<file path="src/rtl/is_uart_tx.sv">
// is_uart_tx -- transmit-side UART serializer.
//
// Accepts a byte through a valid/ack handshake and sends it on tx_o as one frame:
// start bit, DATA_W data bits LSB first, an optional parity bit, then STOP_BITS stop bits.
// Every bit lasts DIV = round(CLK_FREQ / BAUD) clocks. A byte offered on the last clock of
// the stop period is taken immediately, so back-to-back frames have no idle gap.
//
// Ports
//   clk_i        clock
//   rstn_i       asynchronous active-low reset; abandons any frame in flight
//   tx_rdy_t_i   byte valid (level)
//   tx_data_t_i  byte to send, sampled only in the accept cycle
//   tx_rdy_r_o   one-cycle accept pulse, the cycle after valid is taken
//   busy_o       high from the accept until the last stop-bit clock ends
//   tx_o         serial line, idle high

module is_uart_tx #(
   parameter int unsigned CLK_FREQ   = 50_000_000,
   parameter int unsigned BAUD       = 115200,
   parameter int unsigned DATA_W     = 8,
   parameter int unsigned PARITY_EN  = 1,
   parameter int unsigned PARITY_ODD = 0,
   parameter int unsigned STOP_BITS  = 1
) (
   input  logic              clk_i,
   input  logic              rstn_i,
   input  logic              tx_rdy_t_i,
   input  logic [DATA_W-1:0] tx_data_t_i,
   output logic              tx_rdy_r_o,
   output logic              busy_o,
   output logic              tx_o
);

   localparam int unsigned DIV = (CLK_FREQ + BAUD / 2) / BAUD;
   localparam int unsigned BW  = (DIV >= 2) ? $clog2(DIV) : 1;
   localparam int unsigned CW  = $clog2(DATA_W + 1);

   localparam logic [BW-1:0] BaudLast = BW'(DIV - 1);
   localparam logic [CW-1:0] DataLast = CW'(DATA_W - 1);
   localparam logic [CW-1:0] StopLast = CW'(STOP_BITS - 1);
   localparam logic          ParInit  = (PARITY_ODD != 0);
   localparam logic          HasPar   = (PARITY_EN != 0);

   if (DIV < 2) begin : g_div_chk
      $error("is_uart_tx: CLK_FREQ/BAUD must give at least 2 clocks per bit");
   end
   if (STOP_BITS != 1 && STOP_BITS != 2) begin : g_stop_chk
      $error("is_uart_tx: STOP_BITS must be 1 or 2");
   end

   typedef enum logic [2:0] {StIdle, StStart, StData, StParity, StStop} state_e;

   state_e            state_q, state_d;
   logic [BW-1:0]     baud_q, baud_d;
   logic [CW-1:0]     bit_q, bit_d;
   logic [DATA_W-1:0] shift_q, shift_d;
   logic              par_q, par_d;
   logic              tx_q, tx_d;
   logic              busy_q, busy_d;
   logic              ack_q, ack_d;
   logic              bit_end;
   logic              accept;

   always_comb begin
      state_d = state_q;
      baud_d  = baud_q;
      bit_d   = bit_q;
      shift_d = shift_q;
      par_d   = par_q;
      ack_d   = 1'b0;
      accept  = 1'b0;
      bit_end = (baud_q == BaudLast);

      if (state_q != StIdle) begin
         baud_d = bit_end ? '0 : baud_q + BW'(1);
      end

      unique case (state_q)
         StIdle: begin
            accept = tx_rdy_t_i;
         end
         StStart: begin
            if (bit_end) state_d = StData;
         end
         StData: begin
            if (bit_end) begin
               shift_d = shift_q >> 1;
               if (bit_q == DataLast) begin
                  bit_d   = '0;
                  state_d = HasPar ? StParity : StStop;
               end else begin
                  bit_d = bit_q + CW'(1);
               end
            end
         end
         StParity: begin
            if (bit_end) state_d = StStop;
         end
         StStop: begin
            if (bit_end) begin
               if (bit_q == StopLast) begin
                  bit_d = '0;
                  // Last stop clock: chain straight into the next frame if a byte waits.
                  if (tx_rdy_t_i) accept = 1'b1;
                  else            state_d = StIdle;
               end else begin
                  bit_d = bit_q + CW'(1);
               end
            end
         end
         default: state_d = StIdle;
      endcase

      if (accept) begin
         state_d = StStart;
         shift_d = tx_data_t_i;
         // Parity is frozen with the byte so later input changes cannot reach the line.
         par_d   = (^tx_data_t_i) ^ ParInit;
         baud_d  = '0;
         bit_d   = '0;
         ack_d   = 1'b1;
      end

      busy_d = (state_d != StIdle);

      // Line level is registered from the state being entered, keeping tx_o glitch-free.
      case (state_d)
         StStart:  tx_d = 1'b0;
         StData:   tx_d = shift_d[0];
         StParity: tx_d = par_d;
         default:  tx_d = 1'b1;
      endcase
   end

   always_ff @(posedge clk_i or negedge rstn_i) begin
      if (!rstn_i) begin
         state_q <= StIdle;
         baud_q  <= '0;
         bit_q   <= '0;
         shift_q <= '0;
         par_q   <= 1'b0;
         tx_q    <= 1'b1;
         busy_q  <= 1'b0;
         ack_q   <= 1'b0;
      end else begin
         state_q <= state_d;
         baud_q  <= baud_d;
         bit_q   <= bit_d;
         shift_q <= shift_d;
         par_q   <= par_d;
         tx_q    <= tx_d;
         busy_q  <= busy_d;
         ack_q   <= ack_d;
      end
   end

   assign tx_o       = tx_q;
   assign busy_o     = busy_q;
   assign tx_rdy_r_o = ack_q;

endmodule

</file>
<file path="config.mk">
export PLATFORM = sky130hd
export DESIGN_NAME = is_uart_tx
export DESIGN_NICKNAME = d
export VERILOG_FILES = /design/src/rtl/is_uart_tx.sv
export SDC_FILE = /design/constraint.sdc
export NUM_CORES = 1
export LEC_CHECK = 0
export CELL_PAD_IN_SITES_DETAIL_PLACEMENT = 1
export CELL_PAD_IN_SITES_GLOBAL_PLACEMENT = 1
export CORE_MARGIN = 8
export CORE_UTILIZATION = 35
export DETAILED_ROUTE_END_ITERATION = 12
export GPL_TIMING_DRIVEN = 1
export PLACE_DENSITY_LB_ADDON = 0.1
export SLEW_MARGIN = 5
export SYNTH_ARGS = -nofsm -noshare
export SYNTH_HDL_FRONTEND = slang
export SYNTH_SLANG_ARGS = --single-unit
export TNS_END_PERCENT = 50
</file>
<file path="constraint.sdc">
create_clock -name clk_i -period 2.21 [get_ports clk_i]
set_input_delay 0.221 -clock clk_i [delete_from_list [all_inputs] [get_ports clk_i]]
set_output_delay 0.221 -clock clk_i [all_outputs]
set_load 0.005 [all_outputs]
</file>
==> results of run 1 <==
==> metal layers <==
layer,part of all wire [%],up-vias
met5,0,-
met4,1.4,0
met3,2.2,5
met2,50,12
met1,46,624
li1,-,586
==> power groups by stage <==
stage          Clock (mW)  Combinational, mW  Sequential, mW
2_1_floorplan           0             0.0937           0.631
3_3_place_gp            0              0.139           0.649
3_5_place_dp            0              0.146           0.654
4_1_cts             0.428              0.148           0.642
5_1_grt             0.448              0.162           0.653
6_report            0.417              0.144           0.641
==> state kept, by name (all words and copies together) (netlist names) <==
register / flops
baud_q: 9
shift_q: 8
bit_q: 4
state_q: 3
busy_o: 1
par_q: 1
tx_o: 1
tx_rdy_r_o: 1
==> worst max-delay path, cell delays in order, from the launching register on <==
cell and delay, ns:
dfrtp_1 0.41, inv_1 0.08, ha_1 0.13, or3b_4 0.41
o31ai_4 0.28, nand3_2 0.14, inv_4 0.13, nor2_2 0.08
a221o_1 0.31
==> cell usage after synthesis, drive strengths merged, types with 3 or more instances <==
library cell | n | area share (%)
nand2b | 3 | 1.2
and2 | 8 | 3.2
a21oi | 6 | 1.9
buf | 5 | 1.9
mux2i | 4 | 2.5
xor2 | 5 | 2.8
inv | 5 | 1.2
dfrtp | 27 | 43
or3 | 5 | 2.0
o32ai | 3 | 1.7
nor2 | 14 | 3.5
nand2 | 13 | 3.1
ha | 4 | 3.2
nand4 | 3 | 1.2
a221o | 6 | 3.8
xnor2 | 8 | 4.5
o21ai | 7 | 2.2
nand3 | 3 | 1.3
==> kinds of logic (layout without fill, tap and decap cells) <==
group           count (synthesis)  in the layout  share of synthesized area, %
simple gates                   63             63                          24.7
compound gates                 28             28                          13.4
flops                          28             28                          44.6
xor+xnor                       13             13                          7.24
buf+inv                        11             35                          3.34
mux                             5              5                          3.50
fa+ha+maj                       4              4                          3.18
==> worst min path at each step <==
stage                         start                     to  slack, ns  cells past startpoint
floorplan                    rstn_i  baud_q[0]$_DFFE_PN0P_      -0.07                      0
global placement    par_q$_DFF_PN0_        par_q$_DFF_PN0_       0.47                      2
detailed placement  par_q$_DFF_PN0_        par_q$_DFF_PN0_       0.49                      2
CTS                          rstn_i  baud_q[7]$_DFFE_PN0P_       0.33                      2
global route                 rstn_i  baud_q[4]$_DFFE_PN0P_       0.35                      2
finish                       rstn_i  baud_q[0]$_DFFE_PN0P_       0.31                      2
==> final cells by class <==
| cell class | instances | area [sq um] | area share, % |
|---|---|---|---|
| timing repair buffer | 26 | 228 | 12.0 |
| clock buffer | 3 | 41.3 | 2.17 |
| multi-input combinational | 113 | 818 | 42.9 |
| inverter | 5 | 21.3 | 1.12 |
| sequential | 28 | 702 | 36.8 |
| tap | 52 | 65.1 | 3.41 |
| clock inverter | 1 | 30.0 | 1.58 |
==> per-stage QoR <==
stage,setup WS [ns],power (mW),std cells
after global routing,0.00192,1.26,228
after CTS,0.0606,1.22,227
after global placement,0.183,0.788,223
after detailed placement,0.0885,0.800,223
final,0.124,1.20,228
after floorplan,0.230,0.725,152
==> what timing repair did <==
item | in CTS | in global routing
hold endpoints to repair | 0 | 0
endpoints found under the setup margin | 0 | 6
buffers inserted | 0 | 1
resized for setup | 0 | 1
==> results.txt, run 1 <==
The worst setup path endpoint is shift_q[3]$_DFFE_PN0P_. The number of sinks handled by clock tree synthesis came out at 28. The number of inserted filler cells in the final layout is 487. In this run the worst hold path is classified as in -> async.

After clock tree synthesis, the clock-pin slew on the worst setup and hold paths is 0.10 ns. After technology mapping, the gate count stands at 152. The final critical delay including setup and external delays is 2.09 ns. The mean cell area of the mapped netlist is 10.3 sq um. The Yosys step of the flow raised 0 warnings. The overall via count from detail_route is roughly 1,200. The cell area after layout came out at about 1900 sq um. The endpoint identified for the worst register-to-register timing path is shift_q[3]$_DFFE_PN0P_. The via count of the first global-routing pass is about 1,300.

Setup repair after global routing left no endpoint under its margin. The H-tree depth came out at 1. Of all flip-flops after synthesis, the portion carrying an async set or reset was 100%.

The total wirelength of the detailed-routed design came out at 3660 um. The library cells used most frequently in the layout, excluding fill and tap cells, are dfrtp_1 (27), nor2_1 (13), nand2_1 (13), clkdlybuf4s50_1 (13), buf_4 (13). The core region is 4350 sq um.

The pre-antenna-repair detailed-routing pass consisted of 4 iterations. Leaving out fill and tap cells, the most frequent cell in the layout is dfrtp_1. The worst hold slack is 0.306 ns. The cell count of the worst reg-to-reg path is 8. The per-cell via count in the routed design is 5.38. The floorplan step defined a die boundary enclosing 6890 sq um. In the final routed layout, each cell accounts on average for ~16 um.

The count of buffers inserted at the top-level ports came out at 13. The cell-internal power came out at a little under 0.9 mW. The clock network fraction of design power came out at 34.7%. The share of layout cells above drive strength 1 came out at 16.5%. Tracing the worst setup path back leads to its startpoint at bit_q[0]$_DFFE_PN0P_. The clock latency of the later-clocked register in the worst-skew pair is about 0.28 ns. For this run, the register share of the synthesized area comes to 44.6%.

The met1 track demand over resource in global routing is 13.0%. IR analysis of the VDD net gives a maximum drop of between 0.0002 and 0.0003 V. The leftover overflow at the end of global routing is 0.

The post-placement cell area is 1820 sq um. The worst register-to-register path begins at bit_q[0]$_DFFE_PN0P_. The maximum clock frequency is around 480 MHz. For this run, the leading register cell type out of synthesis is dfrtp_1. The global routing's busiest layer is met2. The met2 track demand over resource in global routing came out at roughly a fifth. The number of cell rows came out at 24. After synthesis the netlist holds a flip-flop and latch count of 28. The utilization of the core after routing came out at 43.8%.

The number of placed I/O pins came out at 14. The floorplan die width is 83.0 um. The largest clock skew in the final design is 0.00257 ns. The kind of end point of the critical path is a register.

The number of antenna violations at the first check in global routing came out at 0. The starting utilization of the core area came out at 36.1%. Counting the buffers created by CTS gives 3.

The HPWL after detailed placement is 2850 um. Of all nets on the critical path, the largest fanout is 6. The register share of total power is 53.3%. The die is 83.0 um tall.

The slew at the pin with the worst max-slew slack is 0.393 ns. The synthesized netlist net count is between 150 and 200. The run finished with clean final reports. The worst register-to-register path has a setup slack of ~0.12 ns. The switching power as a share of total power came out at a little over a quarter. The synthesized netlist occupies a cell area of ~1600 sq um. The congestion estimate from routability-driven global placement came to 0.861. The global-route wire length before repair came out at 6380 um.

The total count of max-transition violations in the final report is 0. The combined global-route utilization of all metal layers came out at 11.0%. The total net switching power is 0.316 mW.

The final hold violation count came out at 0. The clock tree from TritonCTS is built. Compared with the post-synthesis result, the final layout area differs by 21.2%. STA classifies the critical path startpoint as a register.

The iteration-0 DRC count of the detailed router came out at 36. The number of diodes came out at 0. The worst endpoint data arrival time came out at 2.26 ns.

The aggregate negative setup slack came out at 0 ns. Combinational cells account for 12.0% of the total power. The max-capacitance violation count came out at 0. CTS placed an instance of clkbuf_8 at the clock tree root. The tightest slew margin relative to the limit is 73.8%. The maximum buffer depth of the clock tree came out at 2.

The final net count is 192. The pin count of the biggest net entering global routing is 29. The critical path class is reg -> reg. The leakage power of the design came out at around 0.8 nW. The number of enable flip-flop cells after synthesis is 0. The global routing usage on met3 came out at 1.95%. The count of unique library cells instantiated by Yosys came out at 44. The number of nets with antenna violations after detailed routing is 0. After detailed routing, the number of remaining DRC violations is 0. In this run the power density over the cells is about 630 nW/um^2. For this design, the CTS-stage hold fixing added 0 buffers. The total of endpoints with negative setup slack in the final report is 0. The post-route clock period utilization came out at 94.4%.

The worst path required time is 2.39 ns.
No activity file was read; power rests on OpenSTA's default activity.
==> run 2, diff against run 1 <==
--- a/config.mk
+++ b/config.mk
@@ -5,12 +5,13 @@
 export SDC_FILE = /design/constraint.sdc
 export NUM_CORES = 1
 export LEC_CHECK = 0
-export CELL_PAD_IN_SITES_DETAIL_PLACEMENT = 1
+export CELL_PAD_IN_SITES_DETAIL_PLACEMENT = 0
 export CELL_PAD_IN_SITES_GLOBAL_PLACEMENT = 1
 export CORE_MARGIN = 8
 export CORE_UTILIZATION = 35
 export DETAILED_ROUTE_END_ITERATION = 12
 export GPL_TIMING_DRIVEN = 1
+export MAX_ROUTING_LAYER = met4
 export PLACE_DENSITY_LB_ADDON = 0.1
 export SLEW_MARGIN = 5
 export SYNTH_ARGS = -nofsm -noshare
==> run 2 against run 1 <==
Compared with the run above:
- sequential share of layout area is 0.19 points higher
- critical path depth stayed put
- non-clock buffer count is 1 lower
- clock-buffer cell count stayed put
- utilization is 0.23 points lower
- cell area is 0.53% lower
- register-to-register slack worse by 0.02 ns
- sequential power hardly changed
- largest cell class unchanged
==> results.txt, run 2 (synthesis results as in run 1) <==
The area of the die is 6890 sq um (unchanged). The core area came to 4350 sq um (unchanged). The largest registers in the layout are baud_q: 9 flops, shift_q: 8 flops, bit_q: 4 flops. The post-route clock period utilization is 95.5% (+1.1 points). The total of endpoints with negative setup slack in the final report came out at 0 (unchanged). The worst hold path belongs to the class in -> async.

The register area came to 702 sq um (unchanged). The leakage power of the design is 0.811 nW (-0.44%). The kind of cell adding the most delay to the critical path is simple AND/OR/NAND/NOR gates. The maximum clock frequency is 474 MHz (-1.1%). The wire length per cell is 14.4 um (-10%). The iteration count of the initial detailed-routing pass came to 4 (unchanged). The largest stage delay on the critical path was 0.42 ns (about the same). The post-placement cell area is 1820 sq um (unchanged). The largest voltage drop on the vdd net came out at 0.000236 V (-13%).

More flip-flops sit in one register than any other, and that register is baud_q. The worst setup path is captured at a register. The post-CTS setup buffer count is 0 (unchanged). The worst slack at placement was 0.121 ns (+0.0320 ns). The overall via count from detail_route is 1,161 (-5.4%). The post-cts gate resize count came out at 0 (unchanged).

The maximum buffer depth of the clock tree is 2 (unchanged). The total count of max-transition violations in the final report is 0 (unchanged). TritonCTS built the clock tree. The area growth from synthesis to final layout came out at 20.5%. The H-tree depth is 1 (unchanged). The number of nets with antenna violations after detailed routing is 0 (unchanged). The routed metal-1 wirelength is 1670 um (-0.83%). The total buffers and inverters traversed by the critical path was 2 (unchanged). Leaving out fill and tap cells, the most frequent cell in the layout is dfrtp_1. The worst path required time was 2.38 ns (about the same).

The HPWL after detailed placement is 2520 um (-12%). The worst endpoint data arrival time came out at 2.28 ns (+0.02 ns). The via count of the first global-routing pass was 1,238 (-6.6%). The die outline height was 83.0 um (unchanged).

The combined global-route utilization of all metal layers came out at 10.5% (-0.47 points). The cell area power density is 629 nW/um^2 (-0.32%). The highest net fanout along the worst path is 6 (unchanged). The total met3 wirelength after detailed routing came out at 51 um (-36%). The final hold violation count came out at 0 (unchanged). The number of diodes is 0 (unchanged).

The floorplan die width came out at 83.0 um (unchanged). The share of layout cells above drive strength 1 came to 16.0% (-0.48 points). The leftover overflow at the end of global routing is 0 (unchanged). The cell sitting at the root of the clock tree is a clkbuf_8. The detailed router used layers up to and including met4. The number of antenna violations at the first check in global routing came out at 0 (unchanged).

The met2 routed wirelength was 1510 um (-18%). In the layout the commonest cells are dfrtp_1 (27), nor2_1 (13), nand2_1 (13), clkdlybuf4s50_1 (13), buf_4 (12). The signal on the critical path passes through inv_1, ha_1, or3b_4, o31ai_4, nand3_2, inv_2, nor2_2, a221o_1. The number of flip-flops in the largest register came out at 9 (unchanged).

The clock latency of the later-clocked register in the worst-skew pair came out at 0.27 ns (about the same). The number of sinks handled by clock tree synthesis came out at 28 (unchanged). The run finished with clean final reports. The number of placed I/O pins came to 14 (unchanged). The cell area after layout came to 1900 sq um (-0.53%). The placer's final routability congestion estimate is 0.875 (+1.6%).

The aggregate negative setup slack came out at 0 ns (unchanged). The final critical delay including setup and external delays is 2.11 ns (+0.0240 ns). The final net count came out at 191 (-0.52%).

The quantity of hold-fixing buffers added after cts came out at 0 (unchanged). The setup path with the least slack is of type reg -> reg. The pin count of the biggest net entering global routing came to 29 (unchanged). The total wirelength of the detailed-routed design is 3270 um (-11%). The global-route wire length before repair came out at 5960 um (-6.5%). The iteration-0 DRC count of the detailed router came to 41 (+14%). The largest clock skew in the final design is 0.00386 ns (+0.00129 ns). The worst hold slack came out at 0.311 ns (+0.00454 ns).

The worst setup slack after layout came out at 0.0996 ns (-0.0240 ns). The startpoint type of the worst setup path is a register. The clock-pin slew reported for the worst setup and hold paths after clock tree synthesis came to 0.10 ns (about the same). The cell with the largest stage delay on the worst path is dfrtp_1. The number of buffers created by CTS is 3 (unchanged). Setup repair after global routing left no endpoint under its margin. The number of cell rows came out at 24 (unchanged). The utilization of the core after routing is 43.5% (-0.23 points).

The number of inserted filler cells in the final layout came to 418 (-14%). The number of remaining DRC errors came out at 0 (unchanged). The slew at the pin with the worst max-slew slack came out at 0.367 ns (-0.0265 ns).

The tightest slew margin relative to the limit is 75.6% (+1.8 points). The count of buffers inserted at the top-level ports was 13 (unchanged). The area occupied by multi-input gates came out at 818 sq um (unchanged). The per-cell via count in the routed design was 5.11 (-5.0%). The starting utilization of the core area was 36.1% (unchanged). The max-capacitance violation count is 0 (unchanged).
==> run 2: cell count changes in the layout (fill, tap and decap cells not counted) <==
cell   delta
inv_2     +1
buf_4     -1
inv_4     -1
==> run 2: layout make-up <==
cell class              instances  share of cell area (%)
multi-input cells             113                    43.2
flip-flops and latches         28                    37.0
repair buffers                 25                    11.6
well taps                      52                    3.43
clock buffers                   3                    2.18
clock inverters                 1                    1.58
inverters                       5                   0.990
==> run 2: worst register-to-register path, cell delays in order (launching register included) <==
cell and delay [ns]:
dfrtp_1 0.42, inv_1 0.09, ha_1 0.13, or3b_4 0.40
o31ai_4 0.28, nand3_2 0.12, inv_2 0.15, nor2_2 0.10
a221o_1 0.31
==> run 2: layer usage <==
metal | track usage, % | vias up
li1 | - | 588
met5 | - | -
met2 | 16.1 | 13
met4 | 3.51 | 0
met1 | 13.6 | 558
met3 | 1.86 | 2
==> run 2: path summary, 6_finish.rpt <==
kind / startpoint / to / slack, ns / cells past startpoint
worst min-delay path: rstn_i / busy_o$_DFF_PN0_ / 0.31 / 2
max in group asynchronous: rstn_i / tx_o$_DFF_PN1_ / 1.58 / 2
worst max register to register: bit_q[0]$_DFFE_PN0P_ / shift_q[1]$_DFFE_PN0P_ / 0.1 / 8
min in group clk_i: par_q$_DFF_PN0_ / par_q$_DFF_PN0_ / 0.50 / 2
worst max-delay path: bit_q[0]$_DFFE_PN0P_ / shift_q[1]$_DFFE_PN0P_ / 0.1 / 8
worst min register to register: par_q$_DFF_PN0_ / par_q$_DFF_PN0_ / 0.50 / 2
==> run 2: power by group <==
group	switching [mW]	internal, mW
Sequential	0.0769	0.564
Combinational	0.0601	0.0788
Clock	0.169	0.243
==> run 2: stage by stage <==
stage / instances / power [mW]
2_1_floorplan: 152 / 0.725
3_3_place_gp: 223 / 0.788
3_5_place_dp: 223 / 0.795
4_1_cts: 227 / 1.21
5_1_grt: 227 / 1.26
6_report: 227 / 1.19
==> run 3, diff against run 2 <==
--- a/config.mk
+++ b/config.mk
@@ -9,10 +9,12 @@
 export CELL_PAD_IN_SITES_GLOBAL_PLACEMENT = 1
 export CORE_MARGIN = 8
 export CORE_UTILIZATION = 35
+export CTS_CLUSTER_SIZE = 30
 export DETAILED_ROUTE_END_ITERATION = 12
 export GPL_TIMING_DRIVEN = 1
 export MAX_ROUTING_LAYER = met4
 export PLACE_DENSITY_LB_ADDON = 0.1
+export SKIP_LAST_GASP = 1
 export SLEW_MARGIN = 5
 export SYNTH_ARGS = -nofsm -noshare
 export SYNTH_HDL_FRONTEND = slang
==> results of run 3 <==
Same layout as run 2: the final DEF is identical, and so are final timing and power.
